### config.mk
export PLATFORM = sky130hd
export DESIGN_NAME = stopwatch_ctrl
export DESIGN_NICKNAME = d
export VERILOG_FILES = /design/src/rtl/stopwatch_ctrl.sv
export SDC_FILE = /design/constraint.sdc
export NUM_CORES = 1
export LEC_CHECK = 0
export ABC_AREA = 1
export CAP_MARGIN = 20
export CORE_UTILIZATION = 55
export DETAILED_ROUTE_END_ITERATION = 7
export PLACE_DENSITY = 0.76
export SLEW_MARGIN = 5
export SYNTH_ARGS = -nofsm -noshare
export SYNTH_HDL_FRONTEND = slang
export SYNTH_SLANG_ARGS = --single-unit
### constraint.sdc
create_clock -name clk -period 1.5 [get_ports clk]
set_input_delay 0.225 -clock clk [delete_from_list [all_inputs] [get_ports clk]]
set_output_delay 0.225 -clock clk [all_outputs]
set_load 0.02 [all_outputs]
### src/rtl/stopwatch_ctrl.sv
`default_nettype none
// ============================================================================
// Module : stopwatch_ctrl
// Desc   : Button/switch front end and tick generation for the stopwatch counter.
//          Option macro CLR_FORCE_PAUSE_EN: a clear press also forces PAUSED.
// Rev    : 1.0
// ============================================================================

module stopwatch_ctrl #(
  parameter int unsigned DB_CYCLES = 1_000_000,
  parameter int unsigned TICK_DIV  = 100_000_000,
  parameter int unsigned FAST_DIV  = 200_000
) (
  input  logic clk,
  input  logic reset,
  input  logic btn_pause,
  input  logic btn_rst,
  input  logic sw_adj,
  input  logic sw_sel,
  output logic tick_1hz,
  output logic tick_2hz,
  output logic tick_fast,
  output logic cnt_en,
  output logic cnt_clr,
  output logic adj_min,
  output logic adj_sec,
  output logic paused,
  output logic blink
);

  localparam int unsigned DB_W   = $clog2(DB_CYCLES + 1);
  localparam int unsigned DIV1_W = $clog2(TICK_DIV);
  localparam int unsigned DIVF_W = $clog2(FAST_DIV);

  localparam logic [DB_W-1:0]   DB_LAST   = DB_W'(DB_CYCLES - 1);
  localparam logic [DIV1_W-1:0] DIV1_LAST = DIV1_W'(TICK_DIV - 1);
  localparam logic [DIV1_W-1:0] DIV1_HALF = DIV1_W'(TICK_DIV / 2 - 1);
  localparam logic [DIVF_W-1:0] DIVF_LAST = DIVF_W'(FAST_DIV - 1);

  typedef enum logic [0:0] {
    RUN    = 1'b0,
    PAUSED = 1'b1
  } state_t;

  // Bit order in the synchroniser vectors: 0 pause, 1 clear, 2 adjust, 3 select.
  logic [3:0]        sync1_q, sync1_d;
  logic [3:0]        sync2_q, sync2_d;
  logic [1:0]        db_q, db_d;
  logic [1:0]        press_q, press_d;
  logic [DB_W-1:0]   db_cnt_q [2];
  logic [DB_W-1:0]   db_cnt_d [2];
  logic [DIV1_W-1:0] div1_q, div1_d;
  logic [DIVF_W-1:0] divf_q, divf_d;
  logic              tick_1hz_q, tick_1hz_d;
  logic              tick_2hz_q, tick_2hz_d;
  logic              tick_fast_q, tick_fast_d;
  logic              cnt_en_q, cnt_en_d;
  logic              cnt_clr_q, cnt_clr_d;
  logic              adj_min_q, adj_min_d;
  logic              adj_sec_q, adj_sec_d;
  logic              blink_q, blink_d;
  state_t            state_q, state_d;

  logic cmp_1hz, cmp_2hz, cmp_fast, adj_on, pause_evt, clr_evt;

  assign cmp_1hz   = (div1_q == DIV1_LAST);
  assign cmp_2hz   = cmp_1hz | (div1_q == DIV1_HALF);
  assign cmp_fast  = (divf_q == DIVF_LAST);
  assign adj_on    = adj_min_q | adj_sec_q;
  assign pause_evt = press_q[0];
  assign clr_evt   = press_q[1];

  always_comb begin
    sync1_d     = {sw_sel, sw_adj, btn_rst, btn_pause};
    sync2_d     = sync1_q;
    db_d        = db_q;
    db_cnt_d[0] = '0;
    db_cnt_d[1] = '0;
    for (int i = 0; i < 2; i++) begin
      if (sync2_q[i] != db_q[i]) begin
        if (db_cnt_q[i] == DB_LAST) begin
          db_d[i] = ~db_q[i];
        end else begin
          db_cnt_d[i] = db_cnt_q[i] + 1'b1;
        end
      end
    end
    press_d     = db_d & ~db_q;

    adj_min_d   = sync2_q[2] & ~sync2_q[3];
    adj_sec_d   = sync2_q[2] & sync2_q[3];

    // A clear restarts the 1 Hz phase so a full period follows the clear.
    div1_d      = (clr_evt || cmp_1hz) ? '0 : div1_q + 1'b1;
    divf_d      = cmp_fast ? '0 : divf_q + 1'b1;
    tick_1hz_d  = cmp_1hz;
    tick_2hz_d  = cmp_2hz;
    tick_fast_d = cmp_fast;
    blink_d     = blink_q ^ cmp_2hz;

    cnt_clr_d   = clr_evt;
    cnt_en_d    = (state_q == RUN) && !clr_evt && (adj_on ? cmp_2hz : cmp_1hz);

    state_d     = state_q;
`ifdef CLR_FORCE_PAUSE_EN
    if (clr_evt) begin
      state_d = PAUSED;
    end else if (pause_evt) begin
      state_d = (state_q == RUN) ? PAUSED : RUN;
    end
`else
    if (pause_evt) begin
      state_d = (state_q == RUN) ? PAUSED : RUN;
    end
`endif
  end

  always_ff @(posedge clk) begin
    if (reset) begin
      sync1_q     <= '0;
      sync2_q     <= '0;
      db_q        <= '0;
      press_q     <= '0;
      db_cnt_q[0] <= '0;
      db_cnt_q[1] <= '0;
      div1_q      <= '0;
      divf_q      <= '0;
      tick_1hz_q  <= 1'b0;
      tick_2hz_q  <= 1'b0;
      tick_fast_q <= 1'b0;
      cnt_en_q    <= 1'b0;
      cnt_clr_q   <= 1'b0;
      adj_min_q   <= 1'b0;
      adj_sec_q   <= 1'b0;
      blink_q     <= 1'b0;
      state_q     <= RUN;
    end else begin
      sync1_q     <= sync1_d;
      sync2_q     <= sync2_d;
      db_q        <= db_d;
      press_q     <= press_d;
      db_cnt_q[0] <= db_cnt_d[0];
      db_cnt_q[1] <= db_cnt_d[1];
      div1_q      <= div1_d;
      divf_q      <= divf_d;
      tick_1hz_q  <= tick_1hz_d;
      tick_2hz_q  <= tick_2hz_d;
      tick_fast_q <= tick_fast_d;
      cnt_en_q    <= cnt_en_d;
      cnt_clr_q   <= cnt_clr_d;
      adj_min_q   <= adj_min_d;
      adj_sec_q   <= adj_sec_d;
      blink_q     <= blink_d;
      state_q     <= state_d;
    end
  end

  assign tick_1hz  = tick_1hz_q;
  assign tick_2hz  = tick_2hz_q;
  assign tick_fast = tick_fast_q;
  assign cnt_en    = cnt_en_q;
  assign cnt_clr   = cnt_clr_q;
  assign adj_min   = adj_min_q;
  assign adj_sec   = adj_sec_q;
  assign blink     = blink_q;
  assign paused    = (state_q == PAUSED);

endmodule

`default_nettype wire
# Word-level counts from Yosys, hierarchy flattened
# Memory sizes are Yosys's and may differ from the RTL's.
# Cells that the tools add are included.
# Widths: inputs -> output; s select.
dict set report classes {
  add_sub_neg 4
  n_eq_ne 7
  mux 15
  bitwise 13
  reduce_logical 6
}
# op n
set ops {}
lappend ops {{$mux 20} 6}
lappend ops {{$add 20x1->20 const B} 2}
lappend ops {{$eq 20x20->1 const B} 2}
lappend ops {{$add 27x1->27 const B} 1}
lappend ops {{$eq 27x26->1 const B} 1}
lappend ops {{$eq 27x27->1 const B} 1}
lappend ops {{$add 18x1->18 const B} 1}
lappend ops {{$eq 18x18->1 const B} 1}
lappend ops {{$mux 1} 9}
lappend ops {{$not 1->1} 4}
lappend ops {{$or 1x1->1} 4}
lappend ops {{$reduce_or 2->1} 2}
lappend ops {{$and 1x1->1} 2}
lappend ops {{$and 2x2->2} 1}
lappend ops {{$logic_and 1x1->1} 2}
lappend ops {{$ne 1x1->1} 2}
lappend ops {{$not 2->2} 1}
lappend ops {{$logic_not 1->1} 1}
lappend ops {{$logic_or 1x1->1} 1}
lappend ops {{$xor 1x1->1} 1}
dict set report word_totals {
  ff_bits 66
  ram_bits 40
  inputBits 6
  out_inout_bits 9
  word_cells 61
  n_memories 1
}
# name depth word_bits rd rd_clocked_by_memory_dff write_ports line
set mem_list {}
lappend mem_list {db_cnt_q 2 20 2 0 2 50} ;# logic [DB_W-1:0] db_cnt_q [2];

# Depth between registers and ports, before layout
# Gate-level depths: netlist of run 1.
dict set report logic_depth {
  depth_word 4
  ltp_mapped 10
}

# Worst setup path after synthesis of run 1
# No wires, ideal clock.
dict set report synth_path {
  path_kind {register to register}
  startpoint {reg div1_q[0]}
  endpoint {reg div1_q[15]}
  setup_time_ns 0.115
  arrival_time_ns 1.431
  required_time_ns 1.385
  slack_ns -0.045
  path_stages_with_launch 10
  n_path_buf 1
  period_less_slack_ns 1.545
  path_cell_list {dfxtp_1 > ha_1 > clkinv_1 > nor2_4 > nand2_4 > nor2_4 > nand2_4 > nand2_4 > buf_6 > nor2_1}
}
dict set report synth_between {
  elab_chain_len 3
  word_cells_on_any_way 4
  classes_between {1 x add/sub; 1 x eq/ne; 2 x reduce/logical}
}
# item line
set synth_lines {}
lappend synth_lines {{start: declaration} 52} ;# logic [DIV1_W-1:0] div1_q, div1_d;
lappend synth_lines {{start signal: assignment} 144} ;# div1_q <= div1_d;
lappend synth_lines {{parallel branches: the longest is 3 deep, another holds $add 27x1->27} --}
# Parallel ways; which one is timed is not known.
# A chain may end at the register's enable or synchronous reset.

==> flow_summary.ini, run 1 <==
[run_status]
status = finished with violations
violations = DRC, setup timing

[sta]
rsz0062_at_grt = true
timing.final.crit_share_pct = 101
setup_viol = 2
period_minus_slack_ns = 1.51
finalMaxSlewViolations = 0
finalSetupTns_ns = -0.0110
tightestPinTransition_ns = 0.367
setup_slack_ns = -0.00801
finalHoldViolCount = 0
relSlewSlack_pct = 75.4
fin_skew_ns = 0.0127
fmax_mhz = 663
holdWs_ns = 0.352

[synthesis]
syn_inst = 742
ys_seq_elements = 106
syn_area_per_cell_um2 = 6.81
synth_cell_type_count = 31
seq_area_frac_synth_pct = 42.0
synth_nets = 752
synth_warnings = 0
synth_area_um2 = 5050

[placement]
gp_congestion = 0.884
dp_hpwl_um = 7720
dpl_cell_area_um2 = 5520
place.port_buffers = 14

[clock_tree]
htreeDepth = 3
clock_sinks = 106
cts.path.max_buffers = 2
numCtsBuffers = 9
insertion_delay_ns = 0.37
cts_tree = done
holdBufCountCts = 0
clock_tree.root_cell = clkbuf_8
clk_pin_slew_ns = 0.11

[drt]
antenna_left = 0
num_vias = 4717
firstDrtPassIters = 6
drt_wl_total_um = 11200
drcViolationCount = 2
drt_iter0_drc = 177
wl_per_cell_um = 12.3
viasPerCell = 5.18

[global_route]
grt_first_pass_wirelength_um = 19200
grt_pass1_vias = 4438
track_usage_pct = 24.3
grt_start_max_net_pins = 28
antenna_found_initial = 0
grt_overflow_total = 0

[worst_setup_path]
cp-start-kind = register
cp_slowest_cell = dfxtp_2
r2r_cells = 9
crit_required_ns = 1.76
crit_fanout = 10
critPathCaptureType = register
slowest_delay_ns = 0.37
crit_type = reg -> reg
critical_path_arrival_ns = 1.77
worstPathCellList = ha_4 -> nand2_4 -> nor2_4 -> inv_2 -> nor2_4 -> nand2_4 -> o21ai_4 -> buf_6 -> a21oi_1

[floorplanning]
num_rows = 34
core_area_um2 = 8810
die_h_um = 97.9
die_width_um = 97.9
initial_core_util_pct = 57.4
die_area_um2 = 9580
ios = 15

[final_layout]
area_growth_pct = 18.6
nNetsFinal = 807
design_area_um2 = 5990
diodes = 0
drive_gt1_share_pct = 14.6

[worst_hold_path]
holdPathStages = 3
hold_path_class = in -> reg

[power_and_ir_drop]
powerDensity_nw_per_um2 = 838
power_mw = 5.02
ir_worst_vdd_uv = 721
leakagePower_nw = 2.04

[flow_run]
drv_cap = 0
==> metal layers <==
metal | vias up | wire [um] | GRT usage, %
li1 | 2431 | - | -
met5 | - | 0 | 0
met2 | 119 | 5380 | 41.4
met4 | 0 | 209 | 10.3
met1 | 2144 | 5100 | 30.0
met3 | 23 | 471 | 4.72
==> final cells by class <==
class,count,area [um^2]
sequential,106,2130
tap,108,135
clock buffer,9,124
multi-input combinational,547,2730
timing repair buffer,53,462
clock inverter,7,111
fill,724,2810
inverter,80,302
==> state kept, by name (all words and copies together), names as in the netlist <==
signal / count
cnt_en: 1
db_cnt_q: 40
sync2_q: 4
paused: 1
adj_min: 1
blink: 1
sync1_q: 4
tick_fast: 1
press_q: 2
div1_q: 27
divf_q: 18
tick_1hz: 1
cnt_clr: 1
tick_2hz: 1
db_q: 2
adj_sec: 1
==> synthesized netlist by cell type (all sizes together) <==
master    n  share of area [%]
ha        4               0.99
nand2   185                 14
o21ai    11                1.1
o21bai    1               0.15
nand3    41                4.2
or2      10                1.2
nor3     18                1.8
clkinv    1              0.074
and3      1               0.12
nand3b    5               0.74
inv      79                5.9
dfxtp   106                 42
a21oi    39                3.9
buf       9                1.3
xnor2    16                2.8
nor4      1               0.12
xor2     21                3.6
nor2    178                 14
nand4    16                2.0
==> placed cells by master, fill, tap and decap left out, drive strengths merged <==
cell	Yosys	layout
a21oi	39	39
and3	1	1
buf	9	39
bufinv	0	2
clkbuf	0	9
clkdlybuf4s50	0	5
clkinv	1	2
clkinvlp	0	2
dfxtp	106	106
dlygate4sd2	0	9
ha	4	4
inv	79	81
nand2	185	185
nand3	41	41
nand3b	5	5
nand4	16	16
nor2	178	178
nor3	18	18
nor4	1	1
o21ai	11	11
o21bai	1	1
or2	10	10
xnor2	16	16
xor2	21	21
==> report_power, final <==
part           switching (mW)  internal (mW)  total (mW)
logic                  0.0782         0.0701       0.148
clock network            1.05          0.971        2.02
registers              0.0189           2.84        2.86
total                    1.14           3.88        5.02
==> logic make-up (layout without fill, tap and decap cells) <==
family / Yosys count / count (layout) / share of synthesized area (%)
and+or+nand+nor: 455 / 455 / 38.3
DFF: 106 / 106 / 42.0
buffers and inverters: 89 / 149 / 7.20
AOI/OAI and AO/OA: 51 / 51 / 5.10
xor gates and xnor gates: 37 / 37 / 6.41
adders and majority gates: 4 / 4 / 0.990
==> per-stage QoR <==
step,instances,util (%),worst slack (ns)
finish,910,68.1,-0.00801
global route,910,68.1,-0.0715
CTS,907,66.2,-0.0149
detailed placement,886,62.7,-0.0440
global placement,886,62.7,-0.00332
floorplan,742,-,0.0209
==> critical path: cells and delay by family (launching register included) <==
kind                       cells  cell delay (ns)
AOI/OAI and AO/OA              2             0.26
DFF                            1             0.37
buffers and inverters          2             0.23
and+or+nand+nor                4             0.37
adders and majority gates      1             0.15
==> repair_timing <==
| item | CTS | global route |
|---|---|---|
| cloned | 2 | 0 |
| pin swaps | 0 | 11 |
| setup buffers | 3 | 5 |
| setup endpoints to repair | 33 | 64 |
| resized for setup | 21 | 46 |
==> worst paths after layout <==
| check | slack, ns | startpoint | to |
|---|---|---|---|
| max | -0.008 | db_cnt_q[0][1] | db_cnt_q[0][6] |
| min reg2reg | 0.40 | sync1_q[2] | sync2_q[2] |
| min | 0.35 | sw_sel | sync1_q[3] |
| max reg2reg | -0.008 | db_cnt_q[0][1] | db_cnt_q[0][6] |
Note: power is estimated with default switching activity, not from simulation.
==> run 2, diff against run 1 <==
Settings changed: ABC_CLOCK_PERIOD_IN_PS set to 1500.
==> results of run 2 <==
The final DEF is identical to that of run 1; final timing and power are the same.
==> run 3, diff against run 2 <==
Settings changed: HOLD_SLACK_MARGIN set to 0.15.
==> results of run 3 <==
The final DEF is identical to that of run 1; final timing and power are the same.
